$ cat src/rtl/player_pkg.sv
// Shared definitions for the player controller, collision and render blocks:
// default grid sizing, the bullet slot record and small helper functions.
package player_pkg;

  // Default grid sizing; blocks may override the widths through parameters.
  localparam int DEF_X_W         = 5;
  localparam int DEF_Y_W         = 4;
  localparam int DEF_NUM_BULLETS = 4;

  // Row Y_MAX is the ship row and doubles as the "no bullet" sentinel.
  localparam logic [DEF_X_W-1:0] DEF_X_MAX = '1;
  localparam logic [DEF_Y_W-1:0] DEF_Y_MAX = '1;

  // One bullet slot as seen by collision/render logic.
  typedef struct packed {
    logic               active;
    logic [DEF_X_W-1:0] x;
    logic [DEF_Y_W-1:0] y;
  } slot_t;

  // Resolved ship movement request for one cycle.
  typedef enum logic [1:0] {
    MOVE_HOLD  = 2'd0,
    MOVE_LEFT  = 2'd1,
    MOVE_RIGHT = 2'd2
  } move_e;

  // Left-only and right-only move; both or neither cancel out.
  function automatic move_e decode_move(input logic left, input logic right);
    if (left && !right) return MOVE_LEFT;
    if (right && !left) return MOVE_RIGHT;
    return MOVE_HOLD;
  endfunction

  // Counter width able to hold 0..cooldown, never narrower than one bit.
  function automatic int cd_width(input int cooldown);
    return (cooldown <= 1) ? 1 : $clog2(cooldown + 1);
  endfunction

endpackage

$ cat src/rtl/bullet_slot.sv
// One bullet slot: load on fire, step up the screen on each tick, drop out
// when it leaves the top row or is hit. Priority: reset > hit > advance.
module bullet_slot #(
  parameter int X_W = 5,
  parameter int Y_W = 4
) (
  input  logic           clk,
  input  logic           reset,
  input  logic           load,
  input  logic [X_W-1:0] load_x,
  input  logic           tick,
  input  logic           hit,
  output logic           active,
  output logic [X_W-1:0] x,
  output logic [Y_W-1:0] y
);

  localparam logic [Y_W-1:0] Y_MAX = '1;

  // Slot state: an inactive slot always parks at x=0, y=Y_MAX.
  // NOTE: sequential state uses non-blocking assignments so every register
  // samples the pre-edge values, independent of statement order.
  always_ff @(posedge clk) begin
    if (reset) begin
      active <= 1'b0;
      x      <= '0;
      y      <= Y_MAX;
    end else if (active && hit) begin
      active <= 1'b0;
      x      <= '0;
      y      <= Y_MAX;
    end else if (active && tick) begin
      if (y == '0) begin
        active <= 1'b0;
        x      <= '0;
        y      <= Y_MAX;
      end else begin
        y <= y - Y_W'(1);
      end
    end else if (!active && load) begin
      // A fresh bullet is not advanced by a coincident tick.
      active <= 1'b1;
      x      <= load_x;
      y      <= Y_MAX - Y_W'(1);
    end
  end

endmodule

$ cat src/rtl/player_multishot.sv
// Player controller: ship column, fire cooldown, lowest-free slot allocation
// and NUM_BULLETS bullet slots.
// Build option: define PLAYER_MULTISHOT_WRAP_EN to make the ship wrap around
// the screen edges instead of saturating.
module player_multishot
  import player_pkg::*;
#(
  parameter int X_W         = DEF_X_W,
  parameter int Y_W         = DEF_Y_W,
  parameter int NUM_BULLETS = DEF_NUM_BULLETS,
  parameter int COOLDOWN    = 2,
  parameter int SHIP_X_RST  = 16
) (
  input  logic                       i_clk_36MHz,
  input  logic                       i_reset,
  input  logic                       i_left,
  input  logic                       i_right,
  input  logic                       i_shoot,
  input  logic                       i_tick,
  input  logic [NUM_BULLETS-1:0]     i_hit,
  output logic [X_W-1:0]             o_ship_x,
  output logic [NUM_BULLETS-1:0]     o_bullet_active,
  output logic [NUM_BULLETS*X_W-1:0] o_bullet_x,
  output logic [NUM_BULLETS*Y_W-1:0] o_bullet_y,
  output logic                       o_fire_ready
);

  localparam int             CD_W  = cd_width(COOLDOWN);
  localparam logic [X_W-1:0] X_MAX = '1;

  logic [X_W-1:0]         ship_next;
  logic [CD_W-1:0]        cooldown;
  logic                   fire_accept;
  logic [NUM_BULLETS-1:0] load_vec;

  // A shot is possible when the cooldown has expired and a slot is free.
  assign o_fire_ready = (cooldown == '0) && !(&o_bullet_active);
  assign fire_accept  = i_shoot && o_fire_ready;

  // Lowest-index free slot gets the shot, based on start-of-cycle occupancy.
  // NOTE: every always_comb output gets a default first so no path leaves it
  // unassigned, which would otherwise infer a latch.
  always_comb begin
    logic found;
    load_vec = '0;
    found    = 1'b0;
    for (int k = 0; k < NUM_BULLETS; k++) begin
      if (!o_bullet_active[k] && !found) begin
        load_vec[k] = fire_accept;
        found       = 1'b1;
      end
    end
  end

  // Next ship column from the resolved move request.
  always_comb begin
    ship_next = o_ship_x;
    unique case (decode_move(i_left, i_right))
`ifdef PLAYER_MULTISHOT_WRAP_EN
      MOVE_LEFT:  ship_next = o_ship_x - X_W'(1);
      MOVE_RIGHT: ship_next = o_ship_x + X_W'(1);
`else
      MOVE_LEFT:  if (o_ship_x != '0)   ship_next = o_ship_x - X_W'(1);
      MOVE_RIGHT: if (o_ship_x != X_MAX) ship_next = o_ship_x + X_W'(1);
`endif
      default:    ship_next = o_ship_x;
    endcase
  end

  // Ship column register.
  always_ff @(posedge i_clk_36MHz) begin
    if (i_reset) o_ship_x <= X_W'(SHIP_X_RST);
    else         o_ship_x <= ship_next;
  end

  // Fire cooldown: reload on an accepted shot, otherwise count down on tick.
  always_ff @(posedge i_clk_36MHz) begin
    if (i_reset)                       cooldown <= '0;
    else if (fire_accept)              cooldown <= CD_W'(COOLDOWN);
    else if (i_tick && cooldown != '0) cooldown <= cooldown - CD_W'(1);
  end

  // Bullet slots; a new bullet takes the pre-move ship column.
  for (genvar k = 0; k < NUM_BULLETS; k++) begin : g_slot
    bullet_slot #(
      .X_W (X_W),
      .Y_W (Y_W)
    ) u_slot (
      .clk    (i_clk_36MHz),
      .reset  (i_reset),
      .load   (load_vec[k]),
      .load_x (o_ship_x),
      .tick   (i_tick),
      .hit    (i_hit[k]),
      .active (o_bullet_active[k]),
      .x      (o_bullet_x[k*X_W +: X_W]),
      .y      (o_bullet_y[k*Y_W +: Y_W])
    );
  end

endmodule

$ cat config.mk
export PLATFORM = sky130hd
export DESIGN_NAME = player_multishot
export DESIGN_NICKNAME = d
export VERILOG_FILES = /design/src/rtl/player_pkg.sv /design/src/rtl/bullet_slot.sv /design/src/rtl/player_multishot.sv
export SDC_FILE = /design/constraint.sdc
export NUM_CORES = 1
export LEC_CHECK = 0
export ABC_AREA = 1
export CAP_MARGIN = 20
export CORE_ASPECT_RATIO = 0.8
export CORE_UTILIZATION = 54
export DETAILED_ROUTE_END_ITERATION = 7
export GPL_TIMING_DRIVEN = 0
export PLACE_DENSITY = 0.9
export RECOVER_POWER = 100
export SYNTH_ARGS = -nofsm -noshare
export SYNTH_HDL_FRONTEND = slang
export SYNTH_HIERARCHICAL = 1
export SYNTH_SLANG_ARGS = --single-unit
$ cat constraint.sdc
create_clock -name i_clk_36MHz -period 3.49 [get_ports i_clk_36MHz]
set_input_delay 0.5235 -clock i_clk_36MHz [delete_from_list [all_inputs] [get_ports i_clk_36MHz]]
set_output_delay 0.5235 -clock i_clk_36MHz [all_outputs]
set_load 0.005 [all_outputs]
==> results of run 1 <==
-- final cells by class --
| class | count | area, sq um | area share |
|---|---|---|---|
| repair buffers | 55 | 551 | 0.175 |
| clock buffers | 7 | 76.3 | 0.0243 |
| multi-input cells | 242 | 1290 | 0.411 |
| well taps | 57 | 71.3 | 0.0227 |
| flip-flops and latches | 47 | 941 | 0.299 |
| inverters | 56 | 210 | 0.0668 |
| clock inverters | 1 | 5.00 | 0.00159 |
-- layout by cell type, fill, tap and decap left out, drive strengths merged --
cell,netlist,routed
nand2,96,96
inv,56,56
dlygate4sd3,0,48
dfxtp,47,47
nand3,44,44
a21oi,38,38
nor2,29,29
ha,11,11
o21ai,9,9
clkdlybuf4s50,0,7
clkbuf,0,7
nand3b,5,5
nand4,5,5
o2111ai,4,4
fa,1,1
clkinv,0,1
-- metrics by stage --
| stage | area, sq um | utilization | power, mW | setup slack (ns) |
|---|---|---|---|---|
| 2_1_floorplan | 2510 | - | 0.779 | 1.78 |
| 3_3_place_gp | 3140 | 0.724 | 0.882 | 1.16 |
| 3_5_place_dp | 3140 | 0.724 | 0.892 | 1.11 |
| 4_1_cts | 3220 | 0.742 | 1.20 | 1.38 |
| 5_1_grt | 3150 | 0.726 | 1.24 | 1.20 |
| 6_report | 3150 | 0.726 | 1.17 | 1.29 |
-- sequential cells by signal, indices dropped and copies added (netlist names) --
register,flops
cooldown,2
o_ship_x,5
g_slot.u_slot/y,16
g_slot.u_slot/x,20
g_slot.u_slot/active,4
-- worst max-delay path, stage by stage --
cell           delay [ns]
dlygate4sd3_1        0.55
inv_1                0.07
ha_1                 0.25
inv_1                0.15
ha_1                 0.35
a21oi_1              0.18
nand2_1              0.07
nand2_1              0.06
nand2_1              0.06
nand2_1              0.07
nand3_1              0.06
-- kinds of logic (layout without fill, tap and decap cells) --
kind of cell	count (synthesis)	after routing	synth area share
and+or+nand+nor	179	179	0.360
AOI/OAI and AO/OA	51	51	0.119
buffers and inverters	56	119	0.0836
adders and majority gates	12	12	0.0627
DFF	47	47	0.374
-- power by group through the flow --
stage               clock network, mW  logic [mW]  registers, mW
finish                          0.309       0.244          0.613
detailed placement                  0       0.266          0.626
global placement                    0       0.257          0.625
CTS                             0.317       0.268          0.613
floorplan                           0       0.166          0.613
global route                    0.343       0.276          0.618
-- path summary, 6_finish.rpt --
path              slack [ns]               endpoint
setup / recovery        1.29            o_ship_x[4]
hold / removal          0.48  g_slot[0].u_slot/x[3]
setup reg to reg        1.53  g_slot[2].u_slot/y[1]
hold reg to reg         0.48  g_slot[0].u_slot/x[3]
-- per-layer routing --
metal | part of all wire | up-vias
met5 | 0 | -
met1 | 0.48 | 1095
met2 | 0.47 | 59
met3 | 0.044 | 9
li1 | - | 1244
met4 | 0.013 | 0
==> reports/metrics.csv, run 1 <==
stage,metric,value,unit
run_status,status,finished clean,
worst_setup_path,worstPathRequired,3.67,ns
finish,area_delta_synth_final,25.1,%
die,num_io_pins,56,
route,post_drt_wl_per_cell,11.8,um
synth,synth_most_common_cell,nand2_1,
timing,skew,0.00524,ns
synth,avgSynthCellArea,7.29,sq um
synth,synth_cells,345,
finish,fin_nets,429,
clocking,post_cts_buffers,0,
global_routing,use_met3,0.0496,
synth,synth.distinct_cells,20,
worst_setup_path,crit_start,i_left,
power_and_ir_drop,p_int,0.813,mW
place,dp.cells,457,
synth,ys_seq_area_frac,0.374,
place,gp_congestion,0.875,
finish,insertedDiodeCount,0,
timing,fin_setup_tns,0,ns
clocking,cts.sinks,47,
clocking,max-clock-path-buffers,2,
timing,holdWs,0.480,ns
synth,netlist.area_leader.share,0.374,
worst_setup_path,cp_max_fo,5,
route,routed_wl,5500,um
die,die_w,78.3,um
die,core-area,4340,sq um
synth,synth_area_leader_cell,dfxtp_1,
global_routing,grt.met2_usage,0.395,
synth,synth_area_leaders,"dfxtp_1 (37%), nand2_1 (12%), nand3_1 (7.6%), inv_1 (7.0%), a21oi_1 (6.8%)",
global_routing,grt_max_degree,14,
timing,tightest_slew,0.447,ns
synth,synth_nets,367,
clocking,numCtsBuffers,5,
clocking,cts_resized,0,
power_and_ir_drop,swShare,0.303,
flow_run,drv_cap,0,
power_and_ir_drop,p_leak,1.53,nW
global_routing,use_met1,0.319,
clocking,cts_tree,yes,
worst_hold_path,min_from,g_slot[0].u_slot/x[3],
clocking,cts-root-buf,clkbuf_8,
worst_hold_path,worstHoldPathType,flip-flop to flip-flop,
global_routing,grt_pass1_vias,2143,
clocking,htree_levels,2,
synth,synthFlopType,dfxtp_1,
worst_setup_path,rr_startpoint,g_slot[0].u_slot/active,
power_and_ir_drop,p_seq_frac,0.526,
timing,fin_crit,2.20,ns
finish,fillCellCount,354,
synth,synth-edff-count,0,
power_and_ir_drop,power_frac_comb,0.210,
global_routing,grt_overflow_total,0,
clocking,insertion_delay,0.29,ns
timing,finalMaxSlewViolations,0,
synth,syn-cell-area,2510,sq um
synth,async_flop_share,0,
worst_setup_path,rr_worst_depth,11,
global_routing,antenna_found_initial,0,
timing,max_slew_margin,0.702,
die,row_count,21,
route,drtPass1Iterations,4,
global_routing,grt_pass1_wl,9480,um
global_routing,grtUsageTotal,0.241,
synth,synth_warnings,6,
finish,drive_gt1_frac,0.0711,
route,via_per_inst,5.18,
timing,hold_viol_final,0,
power_and_ir_drop,power.density,371,nW/um^2
worst_setup_path,crit_arrival,2.38,ns
timing,clock.fmax,0.455,GHz
timing,setup_viol,0,
worst_setup_path,end_kind,flip-flop,
clocking,hold_buffers,0,
die,dieArea,4940,sq um
die,start_util,0.580,
timing,post-route-period-util,0.629,
power_and_ir_drop,pwr-share-clk,0.265,
finish,final_cells,465,
worst_setup_path,critPathLaunchType,input pin,
clocking,clk_pin_slew,0.08,ns
die,die_height,63.0,um
global_routing,grt_busiest_layer,met2,
place,io_buffers,55,
power_and_ir_drop,ir_drop,303,uV
worst_setup_path,crit_type,input pin to flip-flop,
timing,grt_setup_unrepaired,false,
route,route.detailed.drc,0,
power_and_ir_drop,power_switching,0.353,mW
route,drt_iter0_markers,128,
route,final_antenna_net_count,0,
worst_hold_path,hold_path_depth,2,
route,vias,2407,
place,dp.final_hpwl,4100,um
synth,synth_common_cells,"nand2_1 (82), dfxtp_1 (47), inv_1 (47)",
synth,synth_seq_cells,47,
No activity file was read; power rests on OpenSTA's default activity.
==> inputs of run 2 (changes only) <==
--- a/config.mk
+++ b/config.mk
@@ -8,10 +8,10 @@
 export ABC_AREA = 1
 export CAP_MARGIN = 20
 export CORE_ASPECT_RATIO = 0.8
-export CORE_UTILIZATION = 54
+export CORE_UTILIZATION = 50
 export DETAILED_ROUTE_END_ITERATION = 7
 export GPL_TIMING_DRIVEN = 0
-export PLACE_DENSITY = 0.9
+export PLACE_DENSITY = 0.84
 export RECOVER_POWER = 100
 export SYNTH_ARGS = -nofsm -noshare
 export SYNTH_HDL_FRONTEND = slang
==> constraint.sdc (replaced) <==
create_clock -name i_clk_36MHz -period 2.05 [get_ports i_clk_36MHz]
set_input_delay 0.3075 -clock i_clk_36MHz [delete_from_list [all_inputs] [get_ports i_clk_36MHz]]
set_output_delay 0.3075 -clock i_clk_36MHz [all_outputs]
set_load 0.005 [all_outputs]
==> reports/metrics.csv, run 2 (synthesis gave the netlist of run 1 again) <==
stage,metric,value,unit
run_status,status,finished clean,
timing,skew,0.00791,ns
finish,drive_gt1_frac,0.0911,
worst_setup_path,cp_max_fo,5,
clocking,hold_buffers,0,
route,post_drt_wl_per_cell,11.7,um
worst_setup_path,regToRegSetupSlack,0.22,ns
place,gp_congestion,0.825,
die,core-area,4710,sq um
worst_setup_path,end_kind,flip-flop,
power_and_ir_drop,p_leak,1.54,nW
finish,final_cell_area,3190,sq um
route,routed_wl,5450,um
timing,hold_viol_final,0,
die,dieArea,5320,sq um
clocking,numCtsBuffers,5,
die,num_io_pins,56,
global_routing,grt_max_degree,13,
finish,area_delta_synth_final,26.9,%
timing,holdWs,0.477,ns
die,die_w,81.3,um
timing,setup_viol,0,
worst_hold_path,worstHoldPathType,flip-flop to flip-flop,
worst_setup_path,crit_arrival,2.09,ns
clocking,max-clock-path-buffers,2,
place,io_buffers,55,
flow_run,drv_cap,0,
route,route.detailed.drc,0,
finish,final_common_cell,nand2_1,
finish,fin_util,0.678,
finish,largest_reg_flops,20,
power_and_ir_drop,power.total,1.98,mW
worst_setup_path,rr_worst_depth,9,
timing,finalMaxSlewViolations,0,
clocking,post_cts_buffers,0,
finish,fillCellCount,405,
place,dp.cells,460,
die,die_height,65.4,um
worst_setup_path,worstPathRequired,2.24,ns
worst_hold_path,min_to,g_slot[2].u_slot/x[0],
worst_setup_path,reg2reg_to,g_slot[0].u_slot/y[1],
worst_setup_path,critPathLaunchType,input pin,
route,drt_iter0_markers,100,
place,dp.final_hpwl,4070,um
die,start_util,0.534,
worst_setup_path,crit_type,input pin to flip-flop,
power_and_ir_drop,power.density,621,nW/um^2
finish,final_cell_mix,"nand2_1 (89), inv_1 (52), dfxtp_1 (47)",
power_and_ir_drop,ir_drop,364,uV
finish,final_cells,466,
global_routing,grt_overflow_total,0,
finish,insertedDiodeCount,0,
timing,max_slew_margin,0.703,
finish,fin_nets,429,
finish,largest_register,g_slot.u_slot/x,
die,row_count,22,
timing,clock.fmax,0.529,GHz
clocking,cts.sinks,47,
worst_hold_path,hold_path_depth,2,
timing,tightest_slew,0.445,ns
clocking,insertion_delay,0.30,ns
global_routing,grtUsageTotal,0.223,
clocking,htree_levels,2,
route,final_antenna_net_count,0,
route,via_per_inst,5.11,
finish,top_regs,"g_slot.u_slot/x x20, g_slot.u_slot/y x16, o_ship_x x5",
clocking,cts-root-buf,clkbuf_8,
route,vias,2381,
timing,post-route-period-util,0.923,
clocking,cts_tree,yes,
global_routing,antenna_found_initial,0,
route,drtPass1Iterations,4,
global_routing,grt_pass1_wl,9190,um
timing,fin_crit,1.89,ns
worst_setup_path,rr_startpoint,g_slot[0].u_slot/active,
place,dpl-instance-area,3140,sq um
timing,grt_setup_unrepaired,false,
global_routing,grt_pass1_vias,2140,
worst_hold_path,min_from,g_slot[2].u_slot/x[0],
clocking,clk_pin_slew,0.07,ns
-- run 2: cell count changes in the layout (fill, tap and decap cells not counted), moves of 2 or more --
| cell | before | now |
|---|---|---|
| clkdlybuf4s50_1 | 7 | 9 |
| dlygate4sd3_1 | 48 | 46 |
| nand2_1 | 93 | 89 |
| nand2_4 | 0 | 3 |
| nor2_1 | 24 | 22 |
| nor2_2 | 5 | 7 |
-- run 2: layout make-up --
class                   instances  area [sq um]  share of cell area
clock buffers                   6          72.6              0.0227
well taps                      60          75.1              0.0235
repair buffers                 55           551               0.173
inverters                      56           210              0.0659
multi-input cells             242          1340               0.420
flip-flops and latches         47           941               0.295
-- run 2: worst max path at each step --
stage / startpoint / end / slack (ns) / cells past startpoint
floorplan: cooldown[0] / g_slot[2].u_slot/y[2] / 0.52 / 13
global placement: i_left / o_ship_x[4] / -0.07 / 11
detailed placement: i_left / o_ship_x[4] / -0.15 / 11
CTS: g_slot[0].u_slot/active / o_fire_ready / 0.15 / 4
global route: i_left / o_ship_x[3] / 0.02 / 11
finish: i_left / o_ship_x[3] / 0.16 / 11
-- run 2: worst max-delay path, cell delays in order --
cell             delay, ns
clkdlybuf4s50_1       0.49
inv_1                 0.05
ha_1                  0.25
inv_1                 0.16
ha_1                  0.29
a21oi_1               0.18
nand2_1               0.07
nand2_1               0.06
nand2_1               0.08
nor2_2                0.11
nor2_2                0.05
-- run 2: metrics by stage --
step	setup WS, ns	TNS, ns
after detailed placement	-0.146	-0.259
after global placement	-0.0651	-0.117
after global routing	0.0233	0
final	0.159	0
after floorplan	0.516	0
after CTS	0.149	0
-- run 2: report_power, final --
part | internal, mW | switching, mW
logic | 0.190 | 0.240
clock network | 0.228 | 0.280
registers | 0.962 | 0.0816
-- run 2: per-layer routing --
layer,track usage,vias up,share of wire
met3,0.0569,6,0.049
met1,0.290,1083,0.48
met2,0.366,50,0.46
met4,0.0513,0,0.012
li1,-,1242,-
met5,0,-,0
-- run 2: repair_timing --
action | 4_1_cts | 5_1_grt
endpoints found under the hold margin | 0 | 0
gates resized for setup | 0 | 1
setup endpoints to repair | 0 | 1
